--- config.mk ---
export PLATFORM = sky130hd
export DESIGN_NAME = bnn_acc_cfu_flat
export DESIGN_NICKNAME = d
export VERILOG_FILES = /design/src/rtl/bnn_acc_cfu_if.sv /design/src/rtl/bnn_acc_cfu.sv /design/src/flat_wrapper.sv
export SDC_FILE = /design/constraint.sdc
export NUM_CORES = 1
export LEC_CHECK = 0
export CAP_MARGIN = 20
export CORE_MARGIN = 1
export CORE_UTILIZATION = 45
export CTS_BUF_LIST = sky130_fd_sc_hd__clkbuf_2
export DETAILED_ROUTE_END_ITERATION = 10
export PLACE_DENSITY = 0.69
export SLEW_MARGIN = 30
export SYNTH_ARGS = -nofsm -noshare
export SYNTH_HDL_FRONTEND = slang
export SYNTH_SLANG_ARGS = --single-unit
--- constraint.sdc ---
create_clock -name clk -period 11.2 [get_ports clk]
set_clock_uncertainty 0.2 [all_clocks]
set_input_delay 3.36 -clock clk [delete_from_list [all_inputs] [get_ports clk]]
set_output_delay 3.36 -clock clk [all_outputs]
set_load 0.02 [all_outputs]
--- src/rtl/bnn_acc_cfu_if.sv ---
// CFU request/response bundle for bnn_acc_cfu: valid/ready on both directions.
// master = CPU side, slave = the CFU.
interface bnn_acc_cfu_if #(
    parameter int CFU_CFU_ID_W  = 0,
    parameter int CFU_FUNC_ID_W = 2,
    parameter int CFU_DATA_W    = 32
);
    // A zero-width id still needs one physical bit to exist as a net.
    localparam int ID_W = (CFU_CFU_ID_W > 0) ? CFU_CFU_ID_W : 1;

    logic                     req_valid;
    logic                     req_ready;
    logic [ID_W-1:0]          req_cfu;
    logic [CFU_FUNC_ID_W-1:0] req_func;
    logic [CFU_DATA_W-1:0]    req_data0;
    logic [CFU_DATA_W-1:0]    req_data1;
    logic                     resp_valid;
    logic                     resp_ready;
    logic [2:0]               resp_status;
    logic [CFU_DATA_W-1:0]    resp_data;

    modport master (
        output req_valid, req_cfu, req_func, req_data0, req_data1, resp_ready,
        input  req_ready, resp_valid, resp_status, resp_data
    );

    modport slave (
        input  req_valid, req_cfu, req_func, req_data0, req_data1, resp_ready,
        output req_ready, resp_valid, resp_status, resp_data
    );
endinterface

--- src/rtl/bnn_acc_cfu.sv ---
// bnn_acc_cfu: bit-serial popcount(xnor) CFU with signed dot product and a persistent accumulator.
// Define BNN_ACC_CFU_SATURATE_EN to clamp the accumulator (status CFU_ERROR_CUSTOM) instead of wrapping.
module bnn_acc_cfu #(
    parameter int CFU_VERSION    = 100,
    parameter int CFU_CFU_ID_MAX = 1,
    parameter int CFU_CFU_ID_W   = 0,
    parameter int CFU_FUNC_ID_W  = 2,
    parameter int CFU_DATA_W     = 32,
    parameter int CHUNK_W        = 8,
    parameter int ACC_W          = CFU_DATA_W
) (
    input logic          clk,
    input logic          rst_n,
    bnn_acc_cfu_if.slave cfu
);
    localparam int N     = CFU_DATA_W / CHUNK_W;
    localparam int CNT_W = (N > 1) ? $clog2(N) : 1;
    localparam int SUM_W = $clog2(CFU_DATA_W) + 1;

    localparam logic [2:0] CFU_OK       = 3'd0;
    localparam logic [2:0] CFU_ERROR_OP = 3'd1;
`ifdef BNN_ACC_CFU_SATURATE_EN
    localparam logic [2:0] CFU_ERROR_CUSTOM = 3'd2;
`endif

    localparam logic [CFU_FUNC_ID_W-1:0] F_DOT   = CFU_FUNC_ID_W'(0);
    localparam logic [CFU_FUNC_ID_W-1:0] F_SDOT  = CFU_FUNC_ID_W'(1);
    localparam logic [CFU_FUNC_ID_W-1:0] F_ACC   = CFU_FUNC_ID_W'(2);
    localparam logic [CFU_FUNC_ID_W-1:0] F_RDCLR = CFU_FUNC_ID_W'(3);

    localparam logic [CNT_W-1:0]    CNT_INIT = CNT_W'(N - 1);
    localparam logic signed [ACC_W:0] SDOT_OFS = (ACC_W + 1)'(CFU_DATA_W);

    if (CFU_VERSION != 100) begin : g_bad_version
        $error("bnn_acc_cfu: CFU_VERSION must be 100");
    end
    if (CFU_CFU_ID_MAX != 1 || CFU_CFU_ID_W < 0) begin : g_bad_id
        $error("bnn_acc_cfu: exactly one CFU id is served");
    end
    if (CFU_FUNC_ID_W < 2) begin : g_bad_func_w
        $error("bnn_acc_cfu: CFU_FUNC_ID_W must be >= 2");
    end
    if (CFU_DATA_W != 32 && CFU_DATA_W != 64) begin : g_bad_data_w
        $error("bnn_acc_cfu: CFU_DATA_W must be 32 or 64");
    end
    if (CHUNK_W < 1 || (CFU_DATA_W % CHUNK_W) != 0) begin : g_bad_chunk
        $error("bnn_acc_cfu: CHUNK_W must divide CFU_DATA_W");
    end
    if (ACC_W > CFU_DATA_W || ACC_W < $clog2(CFU_DATA_W) + 2) begin : g_bad_acc_w
        $error("bnn_acc_cfu: ACC_W out of range");
    end

    typedef enum logic [1:0] {
        ST_IDLE  = 2'd0,
        ST_COUNT = 2'd1,
        ST_RESP  = 2'd2
    } state_t;

    state_t                   r_state;
    state_t                   w_state_nxt;
    logic [CFU_DATA_W-1:0]    r_vec;
    logic [CFU_FUNC_ID_W-1:0] r_func;
    logic [SUM_W-1:0]         r_sum;
    logic [CNT_W-1:0]         r_cnt;
    logic signed [ACC_W-1:0]  r_acc;
    logic [CFU_DATA_W-1:0]    r_resp_data;
    logic [2:0]               r_resp_status;

    logic                     w_accept;
    logic                     w_is_count;
    logic                     w_req_ready;
    logic                     w_resp_valid;
    logic [SUM_W-1:0]         w_sum_nxt;
    logic signed [ACC_W:0]    w_sdot;
    logic signed [ACC_W:0]    w_acc_wide;
    logic signed [ACC_W-1:0]  w_acc_new;
    logic                     w_acc_clamp;
    logic                     w_unused_cfu;

    function automatic logic [SUM_W-1:0] popcnt_chunk(input logic [CHUNK_W-1:0] c);
        logic [SUM_W-1:0] n;
        n = '0;
        for (int i = 0; i < CHUNK_W; i++) begin
            n = n + SUM_W'(c[i]);
        end
        return n;
    endfunction

    function automatic logic [CFU_DATA_W-1:0] sext_acc(input logic signed [ACC_W-1:0] x);
        return CFU_DATA_W'(x);
    endfunction

    // The SDOT magnitude never exceeds CFU_DATA_W, so narrowing the ACC_W+1 value is lossless.
    function automatic logic [CFU_DATA_W-1:0] sext_sdot(input logic signed [ACC_W:0] x);
        return CFU_DATA_W'(x);
    endfunction

`ifdef BNN_ACC_CFU_SATURATE_EN
    function automatic logic acc_ovf(input logic signed [ACC_W:0] x);
        return x[ACC_W] != x[ACC_W-1];
    endfunction

    function automatic logic signed [ACC_W-1:0] sat_acc(input logic signed [ACC_W:0] x);
        if (!acc_ovf(x)) begin
            return x[ACC_W-1:0];
        end
        return x[ACC_W] ? {1'b1, {(ACC_W-1){1'b0}}} : {1'b0, {(ACC_W-1){1'b1}}};
    endfunction

    assign w_acc_new   = sat_acc(w_acc_wide);
    assign w_acc_clamp = acc_ovf(w_acc_wide);
`else
    logic w_unused_wrap;
    assign w_acc_new     = w_acc_wide[ACC_W-1:0];
    assign w_acc_clamp   = 1'b0;
    assign w_unused_wrap = w_acc_wide[ACC_W];
`endif

    assign w_unused_cfu = ^cfu.req_cfu;
    assign w_is_count   = (cfu.req_func == F_DOT) || (cfu.req_func == F_SDOT) ||
                          (cfu.req_func == F_ACC);

    assign w_sum_nxt  = r_sum + popcnt_chunk(r_vec[CHUNK_W-1:0]);
    assign w_sdot     = $signed({{(ACC_W-SUM_W){1'b0}}, w_sum_nxt, 1'b0}) - SDOT_OFS;
    assign w_acc_wide = $signed({r_acc[ACC_W-1], r_acc}) + w_sdot;

    always_ff @(posedge clk) begin
        if (!rst_n) begin
            r_state <= ST_IDLE;
        end else begin
            r_state <= w_state_nxt;
        end
    end

    always_comb begin
        w_state_nxt  = r_state;
        w_accept     = 1'b0;
        w_req_ready  = 1'b0;
        w_resp_valid = 1'b0;
        unique case (r_state)
            ST_IDLE: begin
                w_req_ready = rst_n;
                w_accept    = cfu.req_valid && rst_n;
                if (w_accept) begin
                    w_state_nxt = w_is_count ? ST_COUNT : ST_RESP;
                end
            end
            ST_COUNT: begin
                if (r_cnt == '0) begin
                    w_state_nxt = ST_RESP;
                end
            end
            ST_RESP: begin
                w_resp_valid = rst_n;
                if (cfu.resp_ready) begin
                    w_state_nxt = ST_IDLE;
                end
            end
            default: w_state_nxt = ST_IDLE;
        endcase
    end

    // Datapath: operand latch on accept, one chunk per COUNT cycle, result on the last chunk.
    always_ff @(posedge clk) begin
        if (!rst_n) begin
            r_vec         <= '0;
            r_func        <= '0;
            r_sum         <= '0;
            r_cnt         <= '0;
            r_acc         <= '0;
            r_resp_data   <= '0;
            r_resp_status <= CFU_OK;
        end else if (w_accept) begin
            r_func <= cfu.req_func;
            case (cfu.req_func)
                F_DOT, F_SDOT, F_ACC: begin
                    r_vec <= cfu.req_data0 ~^ cfu.req_data1;
                    r_sum <= '0;
                    r_cnt <= CNT_INIT;
                end
                F_RDCLR: begin
                    r_resp_data   <= sext_acc(r_acc);
                    r_resp_status <= CFU_OK;
                    r_acc         <= '0;
                end
                default: begin
                    r_resp_data   <= '0;
                    r_resp_status <= CFU_ERROR_OP;
                end
            endcase
        end else if (r_state == ST_COUNT) begin
            r_sum <= w_sum_nxt;
            r_vec <= r_vec >> CHUNK_W;
            r_cnt <= r_cnt - CNT_W'(1);
            if (r_cnt == '0) begin
                case (r_func)
                    F_DOT: begin
                        r_resp_data   <= CFU_DATA_W'(w_sum_nxt);
                        r_resp_status <= CFU_OK;
                    end
                    F_SDOT: begin
                        r_resp_data   <= sext_sdot(w_sdot);
                        r_resp_status <= CFU_OK;
                    end
                    default: begin
                        r_acc         <= w_acc_new;
                        r_resp_data   <= sext_acc(w_acc_new);
`ifdef BNN_ACC_CFU_SATURATE_EN
                        r_resp_status <= w_acc_clamp ? CFU_ERROR_CUSTOM : CFU_OK;
`else
                        r_resp_status <= w_acc_clamp ? CFU_ERROR_OP : CFU_OK;
`endif
                    end
                endcase
            end
        end
    end

    assign cfu.req_ready   = w_req_ready;
    assign cfu.resp_valid  = w_resp_valid;
    assign cfu.resp_data   = r_resp_data;
    assign cfu.resp_status = r_resp_status;
endmodule

--- src/flat_wrapper.sv ---
// flat-port wrapper written by rule: the top's interface ports become plain ports
module bnn_acc_cfu_flat 
#(
    parameter int CFU_VERSION    = 100,
    parameter int CFU_CFU_ID_MAX = 1,
    parameter int CFU_CFU_ID_W   = 0,
    parameter int CFU_FUNC_ID_W  = 2,
    parameter int CFU_DATA_W     = 32,
    parameter int CHUNK_W        = 8,
    parameter int ACC_W          = CFU_DATA_W
)
  (clk, rst_n, cfu_req_valid, cfu_req_cfu, cfu_req_func, cfu_req_data0, cfu_req_data1, cfu_resp_ready, cfu_req_ready, cfu_resp_valid, cfu_resp_status, cfu_resp_data);
  bnn_acc_cfu_if #(.CFU_CFU_ID_W(CFU_CFU_ID_W), .CFU_FUNC_ID_W(CFU_FUNC_ID_W), .CFU_DATA_W(CFU_DATA_W)) cfu_i ();
  input logic clk;
  input logic rst_n;
  input wire logic [$bits(cfu_i.req_valid)-1:0] cfu_req_valid;
  input wire logic [$bits(cfu_i.req_cfu)-1:0] cfu_req_cfu;
  input wire logic [$bits(cfu_i.req_func)-1:0] cfu_req_func;
  input wire logic [$bits(cfu_i.req_data0)-1:0] cfu_req_data0;
  input wire logic [$bits(cfu_i.req_data1)-1:0] cfu_req_data1;
  input wire logic [$bits(cfu_i.resp_ready)-1:0] cfu_resp_ready;
  output wire logic [$bits(cfu_i.req_ready)-1:0] cfu_req_ready;
  output wire logic [$bits(cfu_i.resp_valid)-1:0] cfu_resp_valid;
  output wire logic [$bits(cfu_i.resp_status)-1:0] cfu_resp_status;
  output wire logic [$bits(cfu_i.resp_data)-1:0] cfu_resp_data;
  assign cfu_i.req_valid = cfu_req_valid;
  assign cfu_i.req_cfu = cfu_req_cfu;
  assign cfu_i.req_func = cfu_req_func;
  assign cfu_i.req_data0 = cfu_req_data0;
  assign cfu_i.req_data1 = cfu_req_data1;
  assign cfu_i.resp_ready = cfu_resp_ready;
  assign cfu_req_ready = cfu_i.req_ready;
  assign cfu_resp_valid = cfu_i.resp_valid;
  assign cfu_resp_status = cfu_i.resp_status;
  assign cfu_resp_data = cfu_i.resp_data;
  bnn_acc_cfu #(.CFU_VERSION(CFU_VERSION), .CFU_CFU_ID_MAX(CFU_CFU_ID_MAX), .CFU_CFU_ID_W(CFU_CFU_ID_W), .CFU_FUNC_ID_W(CFU_FUNC_ID_W), .CFU_DATA_W(CFU_DATA_W), .CHUNK_W(CHUNK_W), .ACC_W(ACC_W)) u_core (.clk(clk), .rst_n(rst_n), .cfu(cfu_i));
endmodule
==> flow_summary_export.csv <==
group,metric,value,unit
synth,synth_async_sr_flop_share,0,%
timing,maxClockFrequency,106,MHz
global_routing,antenna_found_initial,0,
timing,final-max-slew-violation-count,0,
detailed_routing,detailroute.via_count,7000,
clocking,cts_root_buf,"sky130_fd_sc_hd__clkbuf_2",
cells_and_area,layout-drive-gt1-share,5.17,%
cells_and_area,multiInputGateArea,0.00442,sq mm
floorplanning,initial_utilization,46.9,%
detailed_routing,avgViaCountPerCell,5.98,
clocking,cts_hold_buffers,0,
synth,avgSynthCellArea,7.47,sq um
synth,netlist_area,0.00692,sq mm
timing,worst_pin_slew,893,ps
detailed_routing,ant_nets,0,
global_routing,grt_max_degree,58,
timing,final_period_minus_worst_setup_slack,9410,ps
setup_path,timing.critical_path.from_type,"input port",
timing,setup_repair_after_global_routing_missed_its_margin,"false",
power,power_density,104,mW/mm^2
outcome,status,"complete, no violations",
floorplanning,floorplan.rows,44,
clocking,clock_path_buffers,2,
detailed_routing,routed_wire_length_per_instance,17.2,um
cells_and_area,fillerInstances,1470,
clocking,cts_inserted_buffers,9,
cells_and_area,antenna_cells,0,
detailed_routing,route.detailed.drc,0,
power,max-vdd-ir-drop,0.0552,mV
floorplanning,total_die_area,0.0159,sq mm
clocking,clk_latency_worst_skew_pair,660,ps
setup_path,critical_path_arrival,5850,ps
global_routing,track_usage,25.9,%
clocking,path_clk_slew,300,ps
clocking,total_number_of_h_tree_levels,3,
clocking,cts_resized,0,
clocking,post-cts-setup-buffer-count,0,
floorplanning,ioPinCount,108,
cells_and_area,seq_area,0.00214,sq mm
timing,maxSlewHeadroom,40.2,%
synth,synth-edff-count,0,
synth,yosys_warnings,0,
timing,post-route-period-util,84.0,%
timing,setup_violations,0,
floorplanning,dieWidth,126,um
setup_path,worst-endpoint-required,7640,ps
timing,final.hold.worst_slack,268,ps
run,timing.max_cap.violations,0,
setup_path,cp_max_fo,29,
synth,synth_seq_cells,107,
detailed_routing,postRouteWirelength,20100,um
place,globalplace.congestion,0.914,
global_routing,global_route_wire_length_before_repair,33100,um
detailed_routing,drt_first_pass_iters,5,
place,hpwlAfterDp,13800,um
timing,tns,0,ps
setup_path,worstSetupEndpointType,"output port",
clocking,tritoncts,"done",
synth,yosysUniqueCellTypes,77,
worst_hold_path,hold_path_class,"flip-flop to flip-flop",
clocking,number_of_clock_sinks,107,
place,port_buffers,103,
synth,synth_top_flop_cell,"sky130_fd_sc_hd__dfxtp_1",
global_routing,grt_overflow_total,0,
synth,synth_sequential_area_ratio,30.9,%
cells_and_area,syn_to_final_growth,17.3,%
cells_and_area,layout_nets,1076,
synth,post_synth_inst_count,927,
global_routing,vias_in_the_first_global_route,6452,
timing,timing.final.hold_violations,0,
detailed_routing,dr.first_iter.drc_count,590,
setup_path,path_class,"input port to output port",
floorplanning,floorplan.die.height,126,um
power,power.static_leakage,3.00,nW
floorplanning,floorplan.core_area,0.0148,sq mm
placed cells by master, fill, tap and decap left out, drive strengths merged, types with 4 or more instances in the layout:
master / n
and4: 4
ha: 19
and3: 12
or2: 5
o31ai: 5
or4: 4
o22ai: 6
clkdlybuf4s50: 103
mux2i: 7
a311oi: 4
a211oi: 46
nand2: 64
a31oi: 12
a21o: 4
or3: 12
o21bai: 6
a221oi: 5
xor2: 36
a32o: 8
nor4: 12
o211a: 5
dfxtp: 107
o211ai: 9
nor2: 147
buf: 10
xnor2: 9
and2: 7
nor3: 58
a22oi: 11
a21oi: 66
fa: 5
inv: 33
clkbuf: 11
o21ai: 49
nand2b: 8
nand4: 6
nand3: 24
worst max-delay path, cell delays in order:
cell	delay [ps]
sky130_fd_sc_hd__clkdlybuf4s50_1	990
sky130_fd_sc_hd__inv_2	440
sky130_fd_sc_hd__nor3_1	380
sky130_fd_sc_hd__clkdlybuf4s50_1	670
state kept, by name, summed over array words and instances, names as in the netlist:
signal,flops
u_core.cfu.resp_data,32
u_core.r_sum,6
u_core.r_state,2
u_core.r_acc,31
u_core.r_vec,32
u_core.r_cnt,2
u_core.r_func,2
cell type report:
| type | instances | area share [%] |
|---|---|---|
| multi-input combinational | 719 | 54.4 |
| clock buffer | 11 | 0.678 |
| timing repair buffer | 113 | 13.6 |
| sequential | 107 | 26.4 |
| tap | 184 | 2.84 |
| clock inverter | 5 | 0.570 |
| inverter | 31 | 1.46 |
power breakdown:
group	internal (mW)	switching, mW
clock network	0.0352	0.145
logic	0.105	0.140
registers	0.403	0.0152
cells by family (layout without fill, tap and decap cells):
| family | count (synthesis) | count (layout) | share of synthesized area [%] |
|---|---|---|---|
| AND/OR/NAND/NOR | 374 | 374 | 25.6 |
| AO/OA/AOI/OAI | 262 | 262 | 25.3 |
| flip-flops | 107 | 107 | 30.9 |
| buffers and inverters | 103 | 160 | 5.80 |
| XOR/XNOR | 45 | 45 | 5.80 |
| adder cells (fa/ha/maj) | 26 | 26 | 5.17 |
| multiplexers | 9 | 9 | 1.34 |
| other | 1 | 3 | 0.0542 |
routing by layer:
metal | vias to the layer above | track usage, % | routed length, um
met2 | 283 | 42.4 | 9350
met3 | 39 | 5.35 | 1390
met5 | - | 0 | 0
li1 | 3455 | - | -
met4 | 0 | 7.80 | 457
met1 | 3223 | 34.2 | 8880
through the flow:
stage               utilization (%)  cells  total power, mW  instance area [sq um]  worst slack [ps]
finish                         55.0   1170            0.843                   8120              1790
global route                   55.0   1170            0.894                   8120              1720
CTS                            55.0   1170            0.848                   8120              1790
detailed placement             54.3   1154            0.670                   8010              1810
global placement               54.3   1154            0.666                   8010              1810
floorplan                         -    929            0.580                   6930              3300
final timing paths:
kind | startpoint | endpoint | slack (ps) | cells after the start
setup / recovery | rst_n | cfu_req_ready | 1790 | 4
hold / removal | u_core.cfu.resp_data[0] | u_core.cfu.resp_data[0] | 270 | 2
setup reg to reg | u_core.r_vec[0] | u_core.r_acc[29] | 4490 | 22
hold reg to reg | u_core.cfu.resp_data[0] | u_core.cfu.resp_data[0] | 270 | 2
synthesized netlist by cell type (4+ instances only):
library cell / number / area share, %
sky130_fd_sc_hd__o21bai_1: 6 / 0.65
sky130_fd_sc_hd__o22ai_1: 6 / 0.54
sky130_fd_sc_hd__or3_1: 12 / 1.1
sky130_fd_sc_hd__nand2_1: 63 / 3.4
sky130_fd_sc_hd__ha_1: 19 / 3.4
sky130_fd_sc_hd__a221oi_1: 5 / 0.63
sky130_fd_sc_hd__and2_1: 7 / 0.63
sky130_fd_sc_hd__a22oi_1: 11 / 1.2
sky130_fd_sc_hd__or4_1: 4 / 0.43
sky130_fd_sc_hd__and4_1: 4 / 0.51
sky130_fd_sc_hd__o21ai_1: 4 / 0.29
sky130_fd_sc_hd__nand4_1: 6 / 0.54
sky130_fd_sc_hd__o21ai_0: 44 / 3.2
sky130_fd_sc_hd__nand2b_1: 8 / 0.72
sky130_fd_sc_hd__a31oi_1: 12 / 1.1
sky130_fd_sc_hd__o211a_1: 5 / 0.72
sky130_fd_sc_hd__or2_2: 5 / 0.45
sky130_fd_sc_hd__a32o_1: 8 / 1.2
sky130_fd_sc_hd__nor2_1: 147 / 8.0
sky130_fd_sc_hd__o31ai_1: 4 / 0.43
sky130_fd_sc_hd__a21o_1: 4 / 0.43
sky130_fd_sc_hd__nand3_1: 24 / 1.7
sky130_fd_sc_hd__dfxtp_1: 107 / 31
sky130_fd_sc_hd__xnor2_1: 9 / 1.1
sky130_fd_sc_hd__clkbuf_1: 66 / 3.6
sky130_fd_sc_hd__nor3_1: 56 / 4.0
sky130_fd_sc_hd__mux2i_1: 7 / 1.0
sky130_fd_sc_hd__a311oi_1: 4 / 0.51
sky130_fd_sc_hd__o211ai_1: 9 / 0.98
sky130_fd_sc_hd__a211oi_1: 45 / 4.9
sky130_fd_sc_hd__nor4_1: 11 / 0.99
sky130_fd_sc_hd__fa_1: 5 / 1.4
sky130_fd_sc_hd__a21oi_1: 66 / 4.8
sky130_fd_sc_hd__and3_1: 12 / 1.1
sky130_fd_sc_hd__xor2_1: 35 / 4.4
sky130_fd_sc_hd__inv_1: 29 / 1.6
(Power assumes the default switching activity.)
